**config.mk**
```make
export PLATFORM = sky130hd
export DESIGN_NAME = serial_addsub
export DESIGN_NICKNAME = d
export VERILOG_FILES = /design/src/rtl/serial_addsub.sv
export SDC_FILE = /design/constraint.sdc
export NUM_CORES = 1
export LEC_CHECK = 0
export CAP_MARGIN = 20
export CORE_UTILIZATION = 30
export DETAILED_ROUTE_END_ITERATION = 8
export DONT_BUFFER_PORTS = 1
export GPL_TIMING_DRIVEN = 1
export PLACE_DENSITY_LB_ADDON = 0.1
export SETUP_SLACK_MARGIN = 0.1
export SYNTH_ARGS = -nofsm -noshare
export SYNTH_HDL_FRONTEND = slang
export SYNTH_SLANG_ARGS = --single-unit
```
**constraint.sdc**
```tcl
create_clock -name clk -period 3.1 [get_ports clk]
set_input_delay 0.31 -clock clk [delete_from_list [all_inputs] [get_ports clk]]
set_output_delay 0.31 -clock clk [all_outputs]
set_load 0.005 [all_outputs]
```
**src/rtl/serial_addsub.sv**
```systemverilog
// rtl/serial_addsub.sv - multi-cycle chunked add/subtract unit with flags and optional saturation
//
// Ports:
//   clk, rst_n          clock and asynchronous active-low reset
//   start               request, accepted in IDLE or DONE
//   op                  0 = a+b, 1 = a-b (captured with start)
//   is_signed           two's-complement interpretation (captured with start)
//   a, b                operands (captured with start)
//   busy                high while chunks are being processed
//   done                one-cycle completion pulse
//   result              final (possibly clamped) result, held until the next done
//   carry_borrow        add: carry out, sub: unsigned borrow
//   overflow            signed overflow of the unclamped sum
//   negative, zero      sign and zero status of the final result
module serial_addsub #(
    parameter int WIDTH    = 8,
    parameter int CHUNK    = 4,
    parameter int SATURATE = 0
) (
    input  logic             clk,
    input  logic             rst_n,
    input  logic             start,
    input  logic             op,
    input  logic             is_signed,
    input  logic [WIDTH-1:0] a,
    input  logic [WIDTH-1:0] b,
    output logic             busy,
    output logic             done,
    output logic [WIDTH-1:0] result,
    output logic             carry_borrow,
    output logic             overflow,
    output logic             negative,
    output logic             zero
);

    localparam int N  = WIDTH / CHUNK;
    localparam int CW = (N > 1) ? $clog2(N) : 1;

    typedef enum logic [1:0] {
        S_IDLE,
        S_BUSY,
        S_DONE
    } state_t;

    state_t state, state_next;

    logic [WIDTH-1:0] a_q, b_q, partial;
    logic             op_q, sgn_q, carry;
    logic [CW-1:0]    cnt;

    logic             accept, last;
    logic [CHUNK-1:0] a_k, bx_k;
    logic [CHUNK:0]   csum;
    logic [WIDTH-1:0] raw, final_res;
    logic             co, sa, sbx, sr, ovf, cb;

    assign accept = start && (state == S_IDLE || state == S_DONE);
    assign last   = (cnt == CW'(N - 1));

    always_ff @(posedge clk or negedge rst_n) begin
        if (!rst_n) begin
            state <= S_IDLE;
        end else begin
            state <= state_next;
        end
    end

    always_comb begin
        state_next = state;
        busy       = 1'b0;
        done       = 1'b0;
        case (state)
            S_IDLE: begin
                if (start) state_next = S_BUSY;
            end
            S_BUSY: begin
                busy = 1'b1;
                if (last) state_next = S_DONE;
            end
            S_DONE: begin
                done       = 1'b1;
                state_next = start ? S_BUSY : S_IDLE;
            end
            default: state_next = S_IDLE;
        endcase
    end

    // One chunk per cycle; the chunk sum is merged into a copy of the partial
    // register so the last cycle sees the complete raw sum for flag evaluation.
    always_comb begin
        a_k  = a_q[cnt*CHUNK +: CHUNK];
        bx_k = op_q ? ~b_q[cnt*CHUNK +: CHUNK] : b_q[cnt*CHUNK +: CHUNK];
        csum = {1'b0, a_k} + {1'b0, bx_k} + {{CHUNK{1'b0}}, carry};
        co   = csum[CHUNK];
        raw  = partial;
        raw[cnt*CHUNK +: CHUNK] = csum[CHUNK-1:0];
    end

    // Flags and clamping, meaningful on the last chunk cycle
    always_comb begin
        sa        = a_q[WIDTH-1];
        sbx       = b_q[WIDTH-1] ^ op_q;
        sr        = raw[WIDTH-1];
        ovf       = sgn_q & (sa == sbx) & (sr != sa);
        cb        = op_q ? ~co : co;
        final_res = raw;
        if (SATURATE != 0) begin
            if (sgn_q) begin
                if (ovf) final_res = sa ? {1'b1, {(WIDTH-1){1'b0}}} : {1'b0, {(WIDTH-1){1'b1}}};
            end else if (cb) begin
                final_res = op_q ? {WIDTH{1'b0}} : {WIDTH{1'b1}};
            end
        end
    end

    always_ff @(posedge clk or negedge rst_n) begin
        if (!rst_n) begin
            a_q          <= '0;
            b_q          <= '0;
            op_q         <= 1'b0;
            sgn_q        <= 1'b0;
            carry        <= 1'b0;
            cnt          <= '0;
            partial      <= '0;
            result       <= '0;
            carry_borrow <= 1'b0;
            overflow     <= 1'b0;
            negative     <= 1'b0;
            zero         <= 1'b0;
        end else if (accept) begin
            a_q     <= a;
            b_q     <= b;
            op_q    <= op;
            sgn_q   <= is_signed;
            // Carry-in of one turns a + ~b into a - b
            carry   <= op;
            cnt     <= '0;
            partial <= '0;
        end else if (state == S_BUSY) begin
            partial <= raw;
            carry   <= co;
            cnt     <= cnt + 1'b1;
            if (last) begin
                result       <= final_res;
                carry_borrow <= cb;
                overflow     <= ovf;
                negative     <= sgn_q & final_res[WIDTH-1];
                zero         <= (final_res == '0);
            end
        end
    end

endmodule

```
==> reports/results.ini, run 1 <==
[yosys]
synth.distinct_cells=33
yosysMostFrequentCell=nand2_1
yosysTopAreaCellShare_pct=52.9
synth_top_area_cell=dfrtp_1
avgSynthCellArea_um2=9.56
ys.flop_type=dfrtp_1
synth-edff-count=0
ys_seq_area_share_pct=52.9
synth.area.top_cells=dfrtp_1 (53%), nand2_1 (15%), mux2_2 (3.1%), o21ai_0 (2.7%), xnor2_1 (2.4%)
synth_cells=193
synth_area_um2=1850
synth-seq-cells=39
async_reset_ff_share_pct=100
syn_nets=219
synth_common_cells=nand2_1 (74), dfrtp_1 (39), o21ai_0 (10)
ys_warn_count=0

[min_path]
whs_endpoint=b_q[7]$_DFFE_PN0P_
hold_path_depth=2
holdCritStartpoint=b[7]
hold_class=primary input to register

[setup_path]
endpoint_kind=register
reg2reg_to=carry$_DFFE_PN0P_
arrival_ns=2.86
r2r_start=cnt$_DFFE_PN0P_
r2r_slack_ns=0.43
crit_path_cell_trace=mux2_2 -> fa_1 -> fa_1 -> a21o_1 -> a21oi_1 -> nor2b_1 -> a221o_1
cpPeakStageDelay_ns=0.56
crit_path_max_fanout=8
worstSetupStartpointType=register
cp.required_ns=3.28
crit_type=register to register
slowest_stage=dfrtp_1
cpMostUsedCell=fa_1
ff2ff_path_depth=7

[sta]
setup_viol=0
period_share_pct=86.2
timing.final.crit_period_ns=2.67
final_hold_viol_count=0
slew_headroom_pct=43.5
fmax_mhz=374
setup_tns_ns=0
worstMarginPinSlew_ns=0.848
rsz0062_at_grt=no
drv_slew=0
finClkSkew_ns=0.0124

[global_routing]
grt_pass1_vias=1389
grt-ovfl-total=0
met1_usage_pct=18.2
grt_pass1_wl_um=6800
antenna_found_initial=0
met2_usage_pct=22.7
grt_max_degree=40
busiest_layer=met2
grtUsageMet3_pct=2.95
grt_use_total_pct=14.1

[die]
ios=35
die_y_um=80.4
core.rowCount=28
core_um2=5920
dieArea_um2=6470
start_util_pct=31.2
die_w_um=80.4

[status]
status=complete, no violations

[clock_network]
clkTransAtPathRegs_ns=0.09
clkLatencyLatePin_ns=0.29
cts_tree=yes
h-tree-depth=2
clk_path_buf_depth=2
cts_made_buffers=5
cts_setup_buffers=0
clock-sinks=39
ctsResizeCount=0
cts_root_buffer=clkbuf_8

[power_and_ir_drop]
power_density_nw_per_um2=1360
seq_power_share_pct=33.4
p_comb_share_pct=50.7
swShare_pct=42.9
leakage_nw=1.01
power.switching_mw=1.20
p_int_mw=1.60
clkPwrFrac_pct=15.9
vdd_drop_max_uv=497

[drt]
ant_nets=0
wl_per_cell_um=14.9
drt_iter0_drc=43
dr_total_vias=1308
drt-vias-per-instance=4.83
wl_um=4040
drc_errors=0
first_pass_iters=4

[placed_design]
hpwl_um=2810
place_congestion=0.764
port_buffers=0

[cells_and_area]
areaGrowthSynthToFinish_pct=11.4
final_core_util_pct=34.7
diodes=0
drive_gt1_share_pct=8.67
final_nets=221

[job]
max-cap-violations=0

[worst max-delay path, delay by kind of cell (launching register included)]
kind | cells | cell delay [ns]
adders and majority gates | 2 | 0.88
AOI/OAI and AO/OA | 3 | 0.66
DFF | 1 | 0.56
muxes | 1 | 0.41
and+or+nand+nor | 1 | 0.07
[logic make-up (layout without fill, tap and decap cells)]
| group | count (synthesis) | count (layout) | synth area share [%] |
|---|---|---|---|
| buffers and inverters | 13 | 16 | 3.32 |
| xor gates and xnor gates | 8 | 8 | 3.80 |
| and+or+nand+nor | 99 | 99 | 23.2 |
| adders and majority gates | 5 | 5 | 4.20 |
| AOI/OAI and AO/OA | 20 | 20 | 7.39 |
| DFF | 39 | 39 | 52.9 |
| muxes | 9 | 9 | 5.22 |
[cell usage in the layout, fill, tap and decap left out, types with 3 or more instances in the layout]
cell      instances
nand2_1          74
o21ai_0          10
nor2_1            4
mux2_2            5
ha_1              3
xnor2_1           5
mux2i_1           4
clkbuf_8          6
nand3_1           4
xor2_1            3
nor2b_1           5
inv_1             3
nand3b_1          3
dfrtp_1          39
[through the flow]
stage / setup slack (ns) / cells / hold WS, ns / area [um^2] / power (mW)
after detailed placement: 0.416 / 261 / 0.0154 / 1910 / 2.37
after floorplan: 0.468 / 193 / 0.0144 / 1850 / 2.01
after global placement: 0.518 / 261 / 0.0154 / 1910 / 2.33
after CTS: 0.421 / 271 / 0.113 / 2060 / 2.84
after global routing: 0.303 / 271 / 0.116 / 2060 / 3.09
final: 0.428 / 271 / 0.121 / 2060 / 2.81
[routing by layer]
| metal | up-vias | part of all wire, % |
|---|---|---|
| li1 | 633 | - |
| met1 | 638 | 47 |
| met2 | 30 | 49 |
| met3 | 7 | 3.5 |
| met4 | 0 | 1.4 |
| met5 | - | 0 |
[worst max path at each step]
stage,startpoint,end,slack [ns],cells past startpoint
global placement,cnt$_DFFE_PN0P_,carry$_DFFE_PN0P_,0.52,7
floorplan,cnt$_DFFE_PN0P_,carry$_DFFE_PN0P_,0.47,8
detailed placement,cnt$_DFFE_PN0P_,carry$_DFFE_PN0P_,0.42,7
finish,cnt$_DFFE_PN0P_,carry$_DFFE_PN0P_,0.43,7
CTS,cnt$_DFFE_PN0P_,carry$_DFFE_PN0P_,0.42,7
global route,cnt$_DFFE_PN0P_,carry$_DFFE_PN0P_,0.30,7
[power by group through the flow]
stage          combinational (mW)  clock, mW  sequential (mW)
2_1_floorplan                1.13          0            0.874
3_3_place_gp                 1.37          0            0.958
3_5_place_dp                 1.41          0            0.955
4_1_cts                      1.44      0.459            0.946
5_1_grt                      1.63      0.479            0.983
6_report                     1.42      0.446            0.938
[sequential cells by signal (all words and copies together) (netlist names)]
register      flops
a_q               8
b_q               8
result            8
partial           5
state             2
carry             1
carry_borrow      1
cnt               1
negative          1
op_q              1
overflow          1
sgn_q             1
zero              1
[layout make-up]
| class | count | area [um^2] |
|---|---|---|
| Timing Repair Buffer | 4 | 45.0 |
| Inverter | 4 | 15.0 |
| Sequential cell | 39 | 976 |
| Clock buffer | 6 | 82.6 |
| Fill cell | 627 | 3860 |
| Clock inverter | 2 | 35.0 |
| Tap cell | 75 | 93.8 |
| Multi-Input combinational cell | 141 | 808 |
[repair_timing]
item	4_1_cts	5_1_grt
hold buffers	2	0
endpoints found under the setup margin	0	0
endpoints found under the hold margin	39	0
(Power assumes the default switching activity.)
==> inputs of run 2 (changes only) <==
--- a/config.mk
+++ b/config.mk
@@ -6,7 +6,7 @@
 export NUM_CORES = 1
 export LEC_CHECK = 0
 export CAP_MARGIN = 20
-export CORE_UTILIZATION = 30
+export CORE_UTILIZATION = 27
 export DETAILED_ROUTE_END_ITERATION = 8
 export DONT_BUFFER_PORTS = 1
 export GPL_TIMING_DRIVEN = 1
==> run 2 against run 1 <==
Against the previous run: the run now ends with DRC left; worst setup slack gained 0.094 ns; clock power shrank 24%; cell count grew 1.5%; total power shrank 4.4%; clock skew shrank 0.0098 ns; routed wire length shrank 1.3%; core utilization shrank 3.2 points; critical path depth is the same; clock-buffer cell count grew 1; maximum frequency grew 3.6%; hold slack lost 0.0016 ns; combinational power is essentially flat; critical endpoint unchanged; largest power group unchanged.
==> reports/results.ini, run 2 (synthesis results as in run 1) <==
[job]
max-cap-violations=0  ; unchanged

[min_path]
hold_path_depth=2  ; unchanged
hold_class=primary input to register

[global_routing]
busiest_layer=met2
grtUsageMet3_pct=3.93  ; +0.98 points
antenna_found_initial=0  ; unchanged
grt_use_total_pct=12.6  ; -1.5 points
grt_pass1_vias=1403  ; +1.0%
grt_pass1_wl_um=6970  ; +2.4%
met2_usage_pct=20.3  ; -2.5 points
grt-ovfl-total=0  ; unchanged
grt_max_degree=40  ; unchanged
met1_usage_pct=16.3  ; -1.9 points

[drt]
first_pass_iters=9  ; +5
ant_nets=0  ; unchanged
drt_iter0_drc=28  ; -35%
dr_total_vias=1282  ; -2.0%
drt-vias-per-instance=4.66  ; -3.4%
wl_um=3980  ; -1.3%
wl_per_cell_um=14.5  ; -2.8%
drc_errors=2  ; +2

[sta]
timing.final.crit_period_ns=2.58  ; -0.0941 ns
rsz0062_at_grt=no
finClkSkew_ns=0.00260  ; -0.00984 ns
worstMarginPinSlew_ns=0.816  ; -0.0323 ns
slew_headroom_pct=45.6  ; +2.2 points
drv_slew=0  ; unchanged
fmax_mhz=388  ; +3.6%
setup_ws_ns=0.522  ; +0.0941 ns
setup_viol=0  ; unchanged
final_hold_viol_count=0  ; unchanged
period_share_pct=83.2  ; -3.0 points
setup_tns_ns=0  ; unchanged

[clock_network]
h-tree-depth=2  ; unchanged
clkTransAtPathRegs_ns=0.08  ; about the same
cts_made_buffers=5  ; unchanged
cts_root_buffer=clkbuf_8
cts_tree=yes
clkLatencyLatePin_ns=0.29  ; about the same
cts_setup_buffers=0  ; unchanged
clock-sinks=39  ; unchanged
clk_path_buf_depth=2  ; unchanged

[cells_and_area]
final_core_util_pct=31.5  ; -3.2 points
final_cells=275  ; +1.5%
final_common_cell=nand2_1
nFillCells=692  ; +10%
final_nets=223  ; +0.90%
areaGrowthSynthToFinish_pct=10.4
drive_gt1_share_pct=8.59  ; -0.088 points
mostFrequentLayoutCells=nand2_1 (74), dfrtp_1 (39), o21ai_0 (10)
diodes=0  ; unchanged
largest_registers=a_q: 8 flops, b_q: 8 flops, result: 8 flops
regArea_um2=976  ; unchanged
multiInputGateArea_um2=808  ; unchanged

[placed_design]
dp_cells=264  ; +1.1%
port_buffers=0  ; unchanged
place_congestion=0.723  ; -5.4%
dp_worst_setup_slack_ns=0.518  ; +0.102 ns
hpwl_um=2920  ; +3.7%

[setup_path]
worstSetupStartpointType=register
cp.required_ns=3.28  ; about the same
crit_path_max_fanout=6  ; -2
arrival_ns=2.76  ; -0.10 ns
crit_type=register to register
endpoint_kind=register
ff2ff_path_depth=7  ; unchanged

[power_and_ir_drop]
vdd_drop_max_uv=373  ; -25%
finalPower_mw=2.68  ; -4.4%
leakage_nw=1.00  ; -0.94%
power_density_nw_per_um2=1320  ; -3.6%

[die]
dieArea_um2=7170  ; +11%
core_um2=6460  ; +9.1%
ios=35  ; unchanged
start_util_pct=28.6  ; -2.6 points
die_w_um=84.7  ; +5.3%
core.rowCount=29  ; +3.6%
die_y_um=84.7  ; +5.3%

[status]
status=complete, but fails checks
violations=DRC

## run 2: final cells by class
class / instances / share of cell area, %
Sequential cell: 39 / 47.9
Timing Repair Buffer: 6 / 2.95
Inverter: 4 / 0.737
Clock buffer: 7 / 3.75
Tap cell: 77 / 4.73
Multi-Input combinational cell: 141 / 39.7
Clock inverter: 1 / 0.246
## run 2: final timing paths
check | startpoint | endpoint | slack, ns
worst max-delay path | cnt$_DFFE_PN0P_ | carry$_DFFE_PN0P_ | 0.52
worst min-delay path | op | op_q$_DFFE_PN0P_ | 0.12
worst max register to register | cnt$_DFFE_PN0P_ | carry$_DFFE_PN0P_ | 0.52
worst min register to register | b_q[3]$_DFFE_PN0P_ | b_q[3]$_DFFE_PN0P_ | 0.48
max in group asynchronous | rst_n | b_q[4]$_DFFE_PN0P_ | 2.44
min in group asynchronous | rst_n | result[6]$_DFFE_PN0P_ | 0.47
## run 2: per-layer routing
metal  part of all wire [%]  routed length, um  vias up
li1                       -                  -      639
met4                   0.75                 30        0
met2                     48               1910       37
met5                      0                  0        -
met3                    5.7                225        4
met1                     46               1820      602
## run 2: metrics by stage
step                      area (um^2)  hold WS, ns
after floorplan                  1850       0.0144
after global placement           1920       0.0156
after detailed placement         1920       0.0158
after CTS                        2030        0.109
after global routing             2040        0.109
final                            2040        0.120
## run 2: timing repair
action / 4_1_cts / 5_1_grt
endpoints found under the setup margin: 0 / 0
hold buffers: 2 / 0
hold endpoints to repair: 39 / 0
resized for setup: 0 / 0
## run 2: worst max-delay path, stage by stage (launching register included)
cell     delay (ns)
dfrtp_1        0.50
mux2_2         0.40
fa_1           0.43
fa_1           0.41
a21o_1         0.19
a21oi_1        0.21
nor2b_1        0.07
a221o_1        0.25
## run 2: power breakdown
part           leakage, nW  internal [mW]  switching [mW]
combinational        0.467          0.599           0.809
clock               0.0422          0.158           0.180
sequential           0.491          0.750           0.185
